[src/rtl/ifu_fetch_ctrl.sv]
// rtl/ifu_fetch_ctrl.sv - multi-cycle instruction fetch controller
// One outstanding imem read at a time; faults are delivered to the IDU as zeroed instructions.
module ifu_fetch_ctrl #(
  parameter int unsigned       ADDR_W   = 32,
  parameter logic [ADDR_W-1:0] RESET_PC = 32'h80000000,
  parameter int unsigned       TIMEOUT  = 16
) (
  input  logic              clk,
  input  logic              rst,
  output logic              imem_req_valid,
  input  logic              imem_req_ready,
  output logic [ADDR_W-1:0] imem_req_addr,
  input  logic              imem_resp_valid,
  input  logic [31:0]       imem_resp_data,
  input  logic              imem_resp_err,
  output logic              inst_valid,
  input  logic              inst_ready,
  output logic [31:0]       inst,
  output logic [ADDR_W-1:0] inst_pc,
  output logic              inst_fault,
  input  logic              pc_upd_valid,
  input  logic [ADDR_W-1:0] pc_upd
);

  localparam int unsigned CNT_W = $clog2(TIMEOUT + 1);

  typedef enum logic [2:0] {IDLE, REQ, WAIT, OUT, EXEC} state_t;

  state_t             state, state_nxt;
  logic [ADDR_W-1:0]  pc;
  logic [31:0]        inst_q;
  logic               fault_q;
  logic               drop_pending;
  logic [CNT_W-1:0]   tmo_cnt;

  logic misaligned, req_hs, resp_take, timeout, pc_load;

  assign misaligned = |pc[1:0];
  assign req_hs     = (state == REQ) && !misaligned && imem_req_ready;
  // A response while a stale one is owed is the stale one, so it never reaches the IDU.
  assign resp_take  = (state == WAIT) && imem_resp_valid && !drop_pending;
  assign timeout    = (state == WAIT) && !resp_take && (tmo_cnt == CNT_W'(TIMEOUT - 1));
  assign pc_load    = pc_upd_valid && (((state == OUT) && inst_ready) || (state == EXEC));

  always_ff @(posedge clk or negedge rst) begin
    if (!rst) begin
      state        <= IDLE;
      pc           <= RESET_PC;
      inst_q       <= '0;
      fault_q      <= 1'b0;
      drop_pending <= 1'b0;
      tmo_cnt      <= '0;
    end else begin
      state <= state_nxt;
      if (pc_load) pc <= pc_upd;
      if ((state == REQ) && misaligned) begin
        inst_q  <= '0;
        fault_q <= 1'b1;
      end else if (resp_take) begin
        inst_q  <= imem_resp_err ? 32'h0 : imem_resp_data;
        fault_q <= imem_resp_err;
      end else if (timeout) begin
        inst_q  <= '0;
        fault_q <= 1'b1;
      end
      if (req_hs) tmo_cnt <= '0;
      else if (state == WAIT) tmo_cnt <= tmo_cnt + CNT_W'(1);
      // The abandoned request still owes one response; set wins over a same-cycle drop.
      if (timeout) drop_pending <= 1'b1;
      else if (imem_resp_valid) drop_pending <= 1'b0;
    end
  end

  always_comb begin
    state_nxt = state;
    case (state)
      IDLE: state_nxt = REQ;
      REQ: begin
        if (misaligned) state_nxt = OUT;
        else if (imem_req_ready) state_nxt = WAIT;
      end
      WAIT: if (resp_take || timeout) state_nxt = OUT;
      OUT: begin
        if (inst_ready) state_nxt = pc_upd_valid ? REQ : EXEC;
      end
      EXEC: if (pc_upd_valid) state_nxt = REQ;
      default: state_nxt = IDLE;
    endcase
  end

  always_comb begin
    imem_req_valid = (state == REQ) && !misaligned;
    imem_req_addr  = pc;
    inst_valid     = (state == OUT);
    inst           = inst_q;
    inst_fault     = fault_q;
    inst_pc        = pc;
  end

endmodule

[config.mk]
export PLATFORM = sky130hd
export DESIGN_NAME = ifu_fetch_ctrl
export DESIGN_NICKNAME = d
export VERILOG_FILES = /design/src/rtl/ifu_fetch_ctrl.sv
export SDC_FILE = /design/constraint.sdc
export NUM_CORES = 1
export LEC_CHECK = 0
export CAP_MARGIN = 20
export CORE_ASPECT_RATIO = 1.25
export CORE_UTILIZATION = 43
export DETAILED_ROUTE_END_ITERATION = 16
export PLACE_DENSITY = 0.89
export SYNTH_ARGS = -nofsm -noshare
export SYNTH_HDL_FRONTEND = slang
export SYNTH_SLANG_ARGS = --single-unit
[constraint.sdc]
create_clock -name clk -period 5 [get_ports clk]
set_clock_uncertainty 0.1 [all_clocks]
set_input_delay 1 -clock clk [delete_from_list [all_inputs] [get_ports clk]]
set_output_delay 1 -clock clk [all_outputs]
set_load 0.02 [all_outputs]
# After elaboration in Yosys (flattened, before gate mapping)
# Cells that the tools add are included.
# totals
rom_bits,0
latch_bits,0
word_cells,54
reg_bits,74
memories,0
out_inout_bits,99
in_bits,71
mem_bits_rw,0
# op_classes
div_mod_pow,0
order_cmp,0
add_sub_neg,1
multipliers,0
n_reduce_logical,20
n_eq_ne,9
n_shift,0
mux,18
bitwise,0
# op_table
cell,count
$mux 32,4
$mux 3,6
$pmux 3 s5,1
$mux 5,2
$logic_and 1x1->1,9
$eq 3x2->1 const B,2
$add 5x1->5 const B,1
$eq 5x4->1 const B,1
$mux 1,5
$ne 2x1->1 const B,2
$reduce_and 4->1,1
$reduce_bool 2->1,2
$eq 3x1->1 const B,1
$eq 3x3->1 const B,1
$logic_not 1->1,3
$logic_not 3->1,1
$ne 3x3->1 const B,1
$reduce_bool 3->1,1
$logic_or 1x1->1,2
$ne 2x2->1 const B,1
$reduce_or 2->1,1

# Depth between registers and ports, before layout
# depth
word_depth,9
mapped_depth,7
mapped_depth_nobuf,6

# Least setup slack after synthesis
# Ideal clock, no wire load.
# synth_timing
path_kind,register -> output
from,register state[1]
to,output port imem_req_valid
arrival_time_ns,1.254
slack_ns,2.646
t_required_ns,3.900
stages_incl_launch_ff,3
path_buffers,0
path_cell_list,dfrtp_1 > nand2b_1 > nor4_1
# synth_via
elab_chain_cells,2
# synth_lines
element,line_no,rtl
start: declaration,29,"state_t state, state_nxt;"
start signal: assignment,54,state <= state_nxt;
$eq 3x1->1,92,imem_req_valid = (state == REQ) && !misaligned;
$logic_and 1x1->1,92,
end: declaration,10,"output logic imem_req_valid,"
# Every way passes these cells.

# Worst setup path in the final report
# Same ends and word-level chain as after synthesis.

==> flow_summary.yaml <==
route:
  vias: 2545
  totalWireLength_mm: 8.21
  dr.pass1.iters: 4
  vias_per_cell: 5.10
  drc_errors: 0
  drtIter0Drc: 116
  route.detailed.wl_per_inst_um: 16.5
  antenna_left: 0
floorplanning:
  die_w_um: 80.5
  die_h_um: 100
  coreArea_um2: 7400
  dieArea_um2: 8060
  ios: 170
  start_util: 0.448
  rows: 35
sta:
  finalCritPeriodShare: 0.595
  period_needed_ps: 2980
  hold_violations: 0
  slew_viol_final: 0
  tns_ps: 0
  slew_headroom: 0.299
  worst_pin_slew_ps: 1050
  setup_viol: 0
  fmax_mhz: 336
  rsz0062_at_grt: "no"
  hold_slack_ps: 431
clock_network:
  cts_htree_levels: 3
  cts_root_buffer: "clkbuf_8"
  path_clk_slew_ps: 70
  cts_made_buffers: 9
  cts-hold-fix-buffers: 0
  cts_tree: "done"
  cts-resized-gates: 0
  post_cts_buffers: 0
  cts_buffer_depth: 2
  clock_latency_ps: 330
  numClockSinks: 74
flow_run:
  maxCapViolCount: 0
setup_path:
  rr_startpoint: "state[2]"
  r2r.worst_path.cells: 4
  r2r-end: "imem_req_addr[0]"
  endpoint_kind: "output port"
  rrSetupSlack_ps: 2640
  required_ps: 3900
  cp-start-kind: "flop"
  worstSetupPathType: "flop to output port"
  critPathMaxFanout: 8
  crit_arrival_ps: 1880
finish:
  final-seq-area_um2: 1850
  multi_input_area_um2: 1130
  num_antenna_cells: 0
  fillers: 542
  area_delta_synth_final_pct: 53.8
  fin_nets: 475
  drive_gt1_frac: 0.135
power:
  p_leak_nw: 2.28
  ir_worst_vdd_uv: 399
  p_total_mw: 3.27
  power.density_nw_per_um2: 642
synthesis:
  synth_area_um2: 3310
  syn_nets: 338
  postSynthCellCount: 265
  ys_ff_latch: 74
  yosysSeqAreaShare: 0.560
  yosysUniqueCellTypes: 34
  synth_top_area_share: 0.552
  syn_area_per_cell_um2: 12.5
  ys_warn_count: 0
  synth_area_leaders: "dfrtp_1 55%, mux2_4 14%, buf_4 7.5%"
  synth_top_area_cell: "dfrtp_1"
grt:
  grt_pass1_vias: 2526
  grt-ovfl-total: 0
  grt_max_degree: 75
  grt_pass1_wl_mm: 12.4
  antenna_found_initial: 0
  track_usage: 0.204
status:
  status: "completed"
worst_hold_path:
  hold_start: "inst[20]"
  min_path_cells: 2
  hold_end: "inst[20]"
  min_path_type: "flop to flop"
place:
  hpwl_mm: 5.88
  place.gp.congestion: 0.812
  port_buffers: 169
[metrics by stage]
| step | std cells | setup slack [ps] | util | cell area [µm²] |
|---|---|---|---|---|
| final | 499 | 2020 | 0.688 | 5090 |
| after global routing | 499 | 1890 | 0.688 | 5090 |
| after CTS | 498 | 2000 | 0.686 | 5080 |
| after detailed placement | 482 | 1700 | 0.653 | 4830 |
| after global placement | 481 | 1840 | 0.650 | 4810 |
| after floorplan | 265 | 2650 | - | 3310 |
[Yosys cell counts, drive strengths merged]
master   n
dfrtp   73
buf     44
nor2    41
a22oi   32
mux2    32
nand2    5
o21ai    4
a21oi    3
clkbuf   3
nor3     3
a211oi   2
and3b    2
ha       2
nand2b   2
nor2b    2
xor2     2
and3     1
dfstp    1
inv      1
mux2i    1
nand3    1
nand4    1
nand4b   1
nor3b    1
nor4     1
o21bai   1
o22ai    1
or3b     1
xnor2    1
[placed cells by master (no fill, tap or decap), drive strengths merged, types with 3 or more instances in the layout]
master and count:
o21ai 4, nand2 5, a21oi 3, nor2 41, dfrtp 73, mux2 32
nor3 3, a22oi 32, buf 5, bufinv 3, clkbuf 10, clkdlybuf4s50 168
[worst max-delay path by stage]
| stage | slack, ps | start | endpoint |
|---|---|---|---|
| finish | 2020 | state[1] | imem_req_valid |
| global route | 1890 | state[1] | imem_req_valid |
| CTS | 2000 | state[1] | imem_req_valid |
| detailed placement | 1700 | imem_resp_valid | inst[21] |
| global placement | 1840 | imem_resp_valid | inst[12] |
| floorplan | 2650 | state[1] | imem_req_valid |
[flip-flops by register name, indices dropped and copies added (netlist names)]
signal,cells
tmo_cnt,5
state,3
inst,32
drop_pending,1
imem_req_addr,32
inst_fault,1
[cells by family (layout without fill, tap and decap cells)]
kind of cell / Yosys count / count (layout) / share of synthesized area
AO/OA/AOI/OAI: 43 / 43 / 0.0918
XOR/XNOR: 3 / 3 / 0.00793
adder cells (fa/ha/maj): 2 / 2 / 0.00755
buffers and inverters: 48 / 190 / 0.102
flip-flops: 74 / 74 / 0.560
multiplexers: 33 / 33 / 0.146
AND/OR/NAND/NOR: 62 / 62 / 0.0858
[area by class of cell]
| class | count | share of cell area |
|---|---|---|
| tap | 92 | 0.0226 |
| clock inverter | 6 | 0.0226 |
| sequential | 74 | 0.364 |
| clock buffer | 10 | 0.0251 |
| multi-input combinational | 143 | 0.222 |
| inverter | 1 | 0.000737 |
| timing repair buffer | 173 | 0.343 |
[routing by layer]
layer | share of wire | up-vias | global-route usage
met5 | 0 | - | 0
met4 | 0.037 | 0 | 0.113
met3 | 0.055 | 24 | 0.0400
met2 | 0.54 | 103 | 0.346
met1 | 0.37 | 1252 | 0.240
li1 | - | 1166 | -
[critical path, cell delays in order (launching register included)]
cell and delay [ps]:
dfrtp_1 450, nand2b_1 250, nor4_1 190, clkdlybuf4s50_1 650
[report_power, final]
part           internal [mW]  total [mW]  switching, mW  leakage [nW]
logic                  0.898        1.71          0.812          1.22
registers              0.823        1.01          0.185         0.945
clock network          0.333       0.554          0.220         0.117
Note: power is estimated with default switching activity, not from simulation.
